**src/rtl/kmp_search_ctrl_pkg.sv**
```systemverilog
// kmp_pkg: shared definitions for the KMP search controller.
//   state_t        scan sequencer states, 4-bit encoding (also driven on the debug LEDs)
//   DEF_CHAR_W     default character width
//   DEF_PAT_LEN    default pattern length
//   DEF_TEXT_LEN   default number of text characters scanned
package kmp_pkg;

   typedef enum logic [3:0] {
      IDLE  = 4'd0,
      LOAD  = 4'd1,
      BUILD = 4'd2,
      FETCH = 4'd3,
      CMP   = 4'd4,
      DONE  = 4'd5
   } state_t;

   localparam int unsigned DEF_CHAR_W   = 8;
   localparam int unsigned DEF_PAT_LEN  = 5;
   localparam int unsigned DEF_TEXT_LEN = 11064;

endpackage

```
**src/rtl/kmp_search_ctrl_if.sv**
```systemverilog
// kmp_search_ctrl_if: board start/status and both sync-ROM buses of the search controller.
//   inicio        start request level
//   pat_addr/data pattern ROM address out, data back one cycle later
//   text_addr/data text ROM address out, data back one cycle later
//   busy, done, instancias, actual_state   status towards the board
// master = controller side, slave = ROM/board side.
interface kmp_search_ctrl_if #(
   parameter int unsigned CHAR_W  = 8,
   parameter int unsigned PAT_AW  = 3,
   parameter int unsigned TEXT_AW = 14,
   parameter int unsigned CNT_W   = 8
);
   logic               inicio;
   logic [PAT_AW-1:0]  pat_addr;
   logic [CHAR_W-1:0]  pat_data;
   logic [TEXT_AW-1:0] text_addr;
   logic [CHAR_W-1:0]  text_data;
   logic               busy;
   logic               done;
   logic [CNT_W-1:0]   instancias;
   logic [3:0]         actual_state;

   modport master (
      input  inicio, pat_data, text_data,
      output pat_addr, text_addr, busy, done, instancias, actual_state
   );

   modport slave (
      output inicio, pat_data, text_data,
      input  pat_addr, text_addr, busy, done, instancias, actual_state
   );
endinterface

```
**src/rtl/kmp_search_ctrl_lps_builder.sv**
```systemverilog
// kmp_lps_builder: pattern register file plus KMP prefix (LPS) table.
//   wr_en/wr_idx/wr_data   pattern character write during LOAD
//   build_start            restarts the table build (i=1, len=0)
//   build_en/build_done    one build step per enabled cycle; done once i reaches PAT_LEN
//   pat_idx -> pat_rd      pattern read port for the scan
//   lps_idx -> lps_rd      LPS read port for the scan fallback
module kmp_lps_builder
   import kmp_pkg::*;
#(
   parameter int unsigned CHAR_W  = DEF_CHAR_W,
   parameter int unsigned PAT_LEN = DEF_PAT_LEN,
   parameter int unsigned PAT_AW  = 3
) (
   input  logic              clk,
   input  logic              rst,
   input  logic              wr_en,
   input  logic [PAT_AW-1:0] wr_idx,
   input  logic [CHAR_W-1:0] wr_data,
   input  logic              build_start,
   input  logic              build_en,
   output logic              build_done,
   input  logic [PAT_AW-1:0] pat_idx,
   output logic [CHAR_W-1:0] pat_rd,
   input  logic [PAT_AW-1:0] lps_idx,
   output logic [PAT_AW-1:0] lps_rd
);
   // Full address-space depth keeps every index width exact; entries past PAT_LEN stay 0.
   localparam int unsigned     DEPTH = 1 << PAT_AW;
   localparam logic [PAT_AW:0] I_END = (PAT_AW+1)'(PAT_LEN);
   localparam logic [PAT_AW:0] I_ONE = (PAT_AW+1)'(1);

   logic [CHAR_W-1:0] pat_q [DEPTH];
   logic [CHAR_W-1:0] pat_d [DEPTH];
   logic [PAT_AW-1:0] lps_q [DEPTH];
   logic [PAT_AW-1:0] lps_d [DEPTH];
   logic [PAT_AW:0]   i_q, i_d;
   logic [PAT_AW-1:0] len_q, len_d;
   logic [PAT_AW-1:0] i_idx;

   assign i_idx      = i_q[PAT_AW-1:0];
   assign build_done = (i_q == I_END);
   assign pat_rd     = pat_q[pat_idx];
   assign lps_rd     = lps_q[lps_idx];

   always_comb begin
      pat_d = pat_q;
      lps_d = lps_q;
      i_d   = i_q;
      len_d = len_q;
      if (wr_en) pat_d[wr_idx] = wr_data;
      if (build_start) begin
         i_d   = I_ONE;
         len_d = '0;
      end else if (build_en && !build_done) begin
         if (pat_q[i_idx] == pat_q[len_q]) begin
            lps_d[i_idx] = len_q + 1'b1;
            len_d        = len_q + 1'b1;
            i_d          = i_q + 1'b1;
         end else if (len_q != '0) begin
            // fall back inside the prefix without advancing i
            len_d = lps_q[len_q - 1'b1];
         end else begin
            lps_d[i_idx] = '0;
            i_d          = i_q + 1'b1;
         end
      end
   end

   always_ff @(posedge clk) begin
      if (rst) begin
         for (int unsigned k = 0; k < DEPTH; k++) begin
            pat_q[k] <= '0;
            lps_q[k] <= '0;
         end
         i_q   <= '0;
         len_q <= '0;
      end else begin
         pat_q <= pat_d;
         lps_q <= lps_d;
         i_q   <= i_d;
         len_q <= len_d;
      end
   end
endmodule

```
**src/rtl/kmp_search_ctrl.sv**
```systemverilog
// kmp_search_ctrl: KMP search sequencer between the board and the pattern/text sync ROMs.
//   clk, rst   single clock, synchronous active-high reset
//   bus        kmp_search_ctrl_if master: inicio in, ROM addresses out / data in,
//              busy, done pulse, match count instancias, actual_state debug encoding
// Loads the pattern, builds the LPS table, then scans text 0..TEXT_LEN-1 counting
// (overlapping) matches without ever re-reading a text character.
module kmp_search_ctrl
   import kmp_pkg::*;
#(
   parameter int unsigned CHAR_W   = DEF_CHAR_W,
   parameter int unsigned PAT_LEN  = DEF_PAT_LEN,
   parameter int unsigned PAT_AW   = 3,
   parameter int unsigned TEXT_LEN = DEF_TEXT_LEN,
   parameter int unsigned TEXT_AW  = 14,
   parameter int unsigned CNT_W    = 8
) (
   input logic                clk,
   input logic                rst,
   kmp_search_ctrl_if.master  bus
);
   localparam logic [PAT_AW:0]    LD_END   = (PAT_AW+1)'(PAT_LEN);
   localparam logic [PAT_AW-1:0]  PAT_LAST = PAT_AW'(PAT_LEN - 1);
   localparam logic [TEXT_AW-1:0] T_LAST   = TEXT_AW'(TEXT_LEN - 1);

   state_t             state_q, state_d;
   logic [PAT_AW-1:0]  pat_addr_q, pat_addr_d;
   logic [TEXT_AW-1:0] text_addr_q, text_addr_d;
   logic [CNT_W-1:0]   cnt_q, cnt_d;
   logic [PAT_AW-1:0]  j_q, j_d;
   logic [PAT_AW:0]    ld_cnt_q, ld_cnt_d;

   logic              wr_en, build_start, build_en, build_done, match, advance;
   logic [PAT_AW-1:0] wr_idx, lps_idx, lps_rd;
   logic [CHAR_W-1:0] pat_rd;

   kmp_lps_builder #(
      .CHAR_W  (CHAR_W),
      .PAT_LEN (PAT_LEN),
      .PAT_AW  (PAT_AW)
   ) u_lps (
      .clk         (clk),
      .rst         (rst),
      .wr_en       (wr_en),
      .wr_idx      (wr_idx),
      .wr_data     (bus.pat_data),
      .build_start (build_start),
      .build_en    (build_en),
      .build_done  (build_done),
      .pat_idx     (j_q),
      .pat_rd      (pat_rd),
      .lps_idx     (lps_idx),
      .lps_rd      (lps_rd)
   );

   // One LPS port serves both the full-match restart and the mismatch fallback.
   assign match   = (bus.text_data == pat_rd);
   assign lps_idx = match ? PAT_LAST : j_q - 1'b1;
   // Capture lags the address by one cycle, so LOAD writes entry ld_cnt-1.
   assign wr_idx  = PAT_AW'(ld_cnt_q - 1'b1);

   always_comb begin
      state_d     = state_q;
      pat_addr_d  = pat_addr_q;
      text_addr_d = text_addr_q;
      cnt_d       = cnt_q;
      j_d         = j_q;
      ld_cnt_d    = ld_cnt_q;
      wr_en       = 1'b0;
      build_start = 1'b0;
      build_en    = 1'b0;
      advance     = 1'b0;
      unique case (state_q)
         IDLE: if (bus.inicio) begin
            state_d     = LOAD;
            pat_addr_d  = '0;
            text_addr_d = '0;
            cnt_d       = '0;
            j_d         = '0;
            ld_cnt_d    = '0;
         end
         LOAD: begin
            ld_cnt_d = ld_cnt_q + 1'b1;
            wr_en    = (ld_cnt_q != '0);
            if (pat_addr_q != PAT_LAST) pat_addr_d = pat_addr_q + 1'b1;
            if (ld_cnt_q == LD_END) begin
               state_d     = BUILD;
               build_start = 1'b1;
            end
         end
         BUILD: begin
            build_en = 1'b1;
            if (build_done) state_d = FETCH;
         end
         FETCH: state_d = CMP;
         CMP: begin
            if (match) begin
               advance = 1'b1;
               if (j_q == PAT_LAST) begin
                  if (cnt_q != '1) cnt_d = cnt_q + 1'b1;
                  j_d = lps_rd;
               end else begin
                  j_d = j_q + 1'b1;
               end
            end else if (j_q != '0) begin
               // address held, same character compared again next cycle
               j_d = lps_rd;
            end else begin
               advance = 1'b1;
            end
            if (advance) begin
               if (text_addr_q == T_LAST) begin
                  state_d = DONE;
               end else begin
                  text_addr_d = text_addr_q + 1'b1;
                  state_d     = FETCH;
               end
            end
         end
         DONE: state_d = IDLE;
         default: state_d = IDLE;
      endcase
   end

   always_ff @(posedge clk) begin
      if (rst) begin
         state_q     <= IDLE;
         pat_addr_q  <= '0;
         text_addr_q <= '0;
         cnt_q       <= '0;
         j_q         <= '0;
         ld_cnt_q    <= '0;
      end else begin
         state_q     <= state_d;
         pat_addr_q  <= pat_addr_d;
         text_addr_q <= text_addr_d;
         cnt_q       <= cnt_d;
         j_q         <= j_d;
         ld_cnt_q    <= ld_cnt_d;
      end
   end

   assign bus.pat_addr     = pat_addr_q;
   assign bus.text_addr    = text_addr_q;
   assign bus.busy         = (state_q != IDLE) && (state_q != DONE);
   assign bus.done         = (state_q == DONE);
   assign bus.instancias   = cnt_q;
   assign bus.actual_state = state_q;
endmodule

```
**src/flat_wrapper.sv**
```systemverilog
// flat-port wrapper written by rule: the top's interface ports become plain ports
module kmp_search_ctrl_flat import kmp_pkg::*;
#(
   parameter int unsigned CHAR_W   = DEF_CHAR_W,
   parameter int unsigned PAT_LEN  = DEF_PAT_LEN,
   parameter int unsigned PAT_AW   = 3,
   parameter int unsigned TEXT_LEN = DEF_TEXT_LEN,
   parameter int unsigned TEXT_AW  = 14,
   parameter int unsigned CNT_W    = 8
)
  (clk, rst, bus_inicio, bus_pat_data, bus_text_data, bus_pat_addr, bus_text_addr, bus_busy, bus_done, bus_instancias, bus_actual_state);
  kmp_search_ctrl_if #(.CHAR_W(CHAR_W), .PAT_AW(PAT_AW), .TEXT_AW(TEXT_AW), .CNT_W(CNT_W)) bus_i ();
  input logic clk;
  input logic rst;
  input wire logic [$bits(bus_i.inicio)-1:0] bus_inicio;
  input wire logic [$bits(bus_i.pat_data)-1:0] bus_pat_data;
  input wire logic [$bits(bus_i.text_data)-1:0] bus_text_data;
  output wire logic [$bits(bus_i.pat_addr)-1:0] bus_pat_addr;
  output wire logic [$bits(bus_i.text_addr)-1:0] bus_text_addr;
  output wire logic [$bits(bus_i.busy)-1:0] bus_busy;
  output wire logic [$bits(bus_i.done)-1:0] bus_done;
  output wire logic [$bits(bus_i.instancias)-1:0] bus_instancias;
  output wire logic [$bits(bus_i.actual_state)-1:0] bus_actual_state;
  assign bus_i.inicio = bus_inicio;
  assign bus_i.pat_data = bus_pat_data;
  assign bus_i.text_data = bus_text_data;
  assign bus_pat_addr = bus_i.pat_addr;
  assign bus_text_addr = bus_i.text_addr;
  assign bus_busy = bus_i.busy;
  assign bus_done = bus_i.done;
  assign bus_instancias = bus_i.instancias;
  assign bus_actual_state = bus_i.actual_state;
  kmp_search_ctrl #(.CHAR_W(CHAR_W), .PAT_LEN(PAT_LEN), .PAT_AW(PAT_AW), .TEXT_LEN(TEXT_LEN), .TEXT_AW(TEXT_AW), .CNT_W(CNT_W)) u_core (.clk(clk), .rst(rst), .bus(bus_i));
endmodule
```
**config.mk**
```make
export PLATFORM = sky130hd
export DESIGN_NAME = kmp_search_ctrl_flat
export DESIGN_NICKNAME = d
export VERILOG_FILES = /design/src/rtl/kmp_search_ctrl_pkg.sv /design/src/rtl/kmp_search_ctrl_if.sv /design/src/rtl/kmp_search_ctrl_lps_builder.sv /design/src/rtl/kmp_search_ctrl.sv /design/src/flat_wrapper.sv
export SDC_FILE = /design/constraint.sdc
export NUM_CORES = 1
export LEC_CHECK = 0
export BUFFER_PORTS_ARGS = -buffer_cell sky130_fd_sc_hd__buf_2
export CORE_AREA = 2 2 126 128
export CTS_CLUSTER_DIAMETER = 80
export DETAILED_ROUTE_END_ITERATION = 10
export DIE_AREA = 0 0 128 130
export GPL_TIMING_DRIVEN = 0
export PLACE_DENSITY = 0.72
export RECOVER_POWER = 100
export SLEW_MARGIN = 0
export SYNTH_ARGS = -nofsm -noshare
export SYNTH_HDL_FRONTEND = slang
export SYNTH_SLANG_ARGS = --single-unit
export TNS_END_PERCENT = 5
```
**constraint.sdc**
```tcl
create_clock -name clk -period 5.95 [get_ports clk]
set_clock_uncertainty 0.2 [all_clocks]
set_input_delay 0.595 -clock clk [delete_from_list [all_inputs] [get_ports clk]]
set_output_delay 0.595 -clock clk [all_outputs]
set_load 0.05 [all_outputs]
```
==> summary.md <==
| Metric | Value |
|---|---|
| Status | finished with violations |
| Violated checks | max-capacitance violations, max-slew violations |
| Top cell by count, worst path | clkbuf_1 |
| Hold Crit Start | u_core.u_lps.lps_q[17] |
| Crit path capture type | register |
| Number of max-cap violations | 4 |
| Routed Wire Length | 23600 um |
| Initial DRC Count | 532 |
| Worst-skew pair later-pin latency | 0.43 ns |
| # diodes | 0 |
| Reg2reg start | u_core.j_q[2] |
| DP Area | 8690 um2 |
| Cell row count | 46 |
| Power per Cell Area | 232 nW/um2 |
| CP Data Arrival Time | 4.79 ns |
| Maximum vdd drop | 200 uV |
| Cell taking the most area after synthesis | dfxtp_1 |
| Reg power frac | 41.5% |
| Pint | 1.61 mW |
| Setup Buffers After CTS | 0 |
| Synthesized area per cell | 9.55 um2 |
| Crit path max fanout | 10 |
| Clock-pin slew on the worst setup and hold paths | 0.06 ns |
| Lkg Pwr | 3.23 nW |
| Sw Pwr | 0.518 mW |
| Hold buffer count at cts | 0 |
| Slew Viols, Final | 36 |
| Async SR Flop Fraction | 0% |
| Vias | 7121 |
| Total power | 2.13 mW |
| Post-route DRC | 0 |
| Met2 wire length | 11500 um |
| Period utilisation layout | 78.6% |
| Crit. Startpoint | u_core.j_q[2] |
| Initial antenna violation count | 0 |
| Initial Util | 53.3% |
| Mapped cell area | 8230 um2 |
| Mapped Cells | 862 |
| Synth Register Bits | 130 |
| # IOs | 50 |
| Final Hold Viols | 0 |
| CP startpoint kind | register |
| Clock share of power | 51.8% |
| Hold Crit Class | reg -> reg |
| Synth top area share | 31.6% |
| CTS sink cnt | 130 |
| Max clock buf depth | 2 |
| Largest net degree at the start of global routing | 17 |
| H-tree levels | 4 |
| Sw Ratio | 24.3% |
| Max_slew headroom | -88.3% |
| Crit-path cells | clkbuf_1, clkbuf_1, nor2b_1, a22oi_1, a21oi_1, o221ai_1, clkbuf_1, nor4_1, o21ai_0, mux2i_1 |
| Minimum clock period | 4.68 ns |
| Post-synth EDFFs | 0 |
| Area contributors post-synth | dfxtp_1, mux2i_1, mux4_2, nor2_1, nand2_1 |
| # placed instances | 1094 |
| Final ANT Viol Nets | 0 |
| Num CTS Buffers | 17 |
| Synth unique cells | 71 |
| Slowest stage cell, crit path | nor4_1 |
| RSZ-0062 raised after global routing | false |
| Mapped Nets | 896 |
| Final std cell area, no fill | 9160 um2 |
| Gate power share | 6.7% |
| Tot GR Track Use | 29.3% |
| Top_reg_cell synth | dfxtp_1 |
| CTS tree | yes |
| Hold_ws | 0.271 ns |
| Top routing layer in use | met4 |
| Seq/Total Area, Yosys | 31.6% |
| FMAX | 214 MHz |
| Via density per instance | 6.32 |
| Routed met1 length | 10000 um |
| Worst EP required | 6.06 ns |
| Die height | 130 um |
| Setup_tns | 0 ns |
| CP max stage delay | 1.00 ns |
| HPWL after DPL | 16500 um |
| Pre-Repair DR Iteration Count | 5 |
| Per-cell routed wire length | 21.0 um |
| Vias in the first global route | 6670 |
| Die area | 16600 um2 |
| Clock root buffer | clkbuf_16 |
| Final GP Congestion | 0.918 |
| Met3 Wirelength | 1360 um |
| Synth warn | 0 |
| Core Area | 15400 um2 |
| Post-layout nets | 955 |
| Die X | 128 um |
| Tightest Pin Transition | 2.80 ns |
| Total grt overflow | 0 |
| Non-filler instance count after layout | 1126 |
| First-pass GRT wire length | 37000 um |
| Resized Gates After CTS | 0 |
| Ratio of cells with drive above 1 in the final layout | 13.6% |
| Crit Path Category | reg -> reg |
| Port bufs | 40 |
| # setup viols final | 0 |
| Area Growth Syn to Fin | 11.3% |
[state kept, by name, summed over array words and instances, names as in the netlist]
| name | count |
|---|---|
| u_core.u_lps.pat_q | 64 |
| u_core.u_lps.lps_q | 24 |
| u_core.bus.text_addr | 14 |
| u_core.bus.instancias | 8 |
| u_core.ld_cnt_q | 4 |
| u_core.u_lps.i_q | 4 |
| u_core.bus.actual_state | 3 |
| u_core.bus.pat_addr | 3 |
| u_core.j_q | 3 |
| u_core.u_lps.len_q | 3 |
[worst max-delay path: cells and delay by family, from the launching register on]
kind / cells / cell delay, ns
buffers and inverters: 3 / 1.33
AOI/OAI and AO/OA: 4 / 0.98
and+or+nand+nor: 2 / 1.55
muxes: 1 / 0.18
DFF: 1 / 0.31
[metrics by stage]
stage / util [%] / setup WS (ns)
finish: 59.4 / 1.27
global route: 59.4 / 1.06
CTS: 60.4 / 1.78
detailed placement: 56.3 / 1.85
global placement: 56.2 / 1.84
floorplan: - / 2.73
[synth_stat cells, types with 9 or more instances]
library cell / instances
nor2b_1: 12
buf_2: 13
o21ai_0: 22
xnor2_1: 11
dfxtp_1: 130
nand3_1: 16
or4_1: 14
mux2i_1: 115
a22oi_1: 9
nand2b_1: 9
nand3b_1: 9
nand2_1: 53
nor2_1: 101
or3_1: 13
buf_1: 13
ha_1: 15
clkbuf_1: 34
a21oi_1: 32
nor3_1: 13
o2bb2ai_1: 10
inv_1: 18
nand4_1: 12
mux4_2: 47
o31ai_1: 11
[cell usage in the layout, fill, tap and decap left out, drive strengths merged, types with 14 or more instances in the layout]
cell type	instances
a21oi	32
ha	15
o21ai	22
nand3	16
inv	20
dfxtp	130
buf	36
nor2	101
clkbuf	91
mux4	47
or4	14
mux2i	115
nand2	53
nor3	18
[final timing paths]
kind         slack (ns)                       end  depth (start not counted)
max                1.27  u_core.bus.instancias[5]                         10
min                0.27    u_core.u_lps.lps_q[17]                          2
max reg2reg        1.27  u_core.bus.instancias[5]                         10
min reg2reg        0.27    u_core.u_lps.lps_q[17]                          2
[final cells by class]
cell class	instances	area [um2]
Fill cell	1366	6260
Tap cell	192	240
Sequential cell	130	2600
Multi-Input combinational cell	645	5170
Clock buffer	21	470
Buffer	66	285
Timing Repair Buffer	40	163
Clock inverter	11	153
Inverter	21	78.8
[power by group through the flow]
stage | Sequential (mW) | Combinational (mW) | Clock [mW]
finish | 0.884 | 0.142 | 1.10
global route | 0.884 | 0.153 | 1.15
CTS | 0.883 | 0.147 | 1.11
detailed placement | 0.902 | 0.146 | 0
global placement | 0.902 | 0.142 | 0
floorplan | 0.907 | 0.0947 | 0
[cells by family (layout without fill, tap and decap cells)]
group,Yosys count,after routing,synth area share (%)
DFF,130,130,31.6
and+or+nand+nor,312,312,20.7
AOI/OAI and AO/OA,127,127,10.6
buffers and inverters,87,159,4.58
muxes,171,171,28.1
other,1,1,0.0456
xor gates and xnor gates,19,19,2.02
adders and majority gates,15,15,2.28
[metal layers]
| layer | up-vias | GRT usage, % |
|---|---|---|
| met1 | 3467 | 37.4 |
| met3 | 53 | 4.84 |
| met4 | 0 | 13.1 |
| met5 | - | 0 |
| li1 | 3323 | - |
| met2 | 278 | 49.4 |
(Power assumes the default switching activity.)
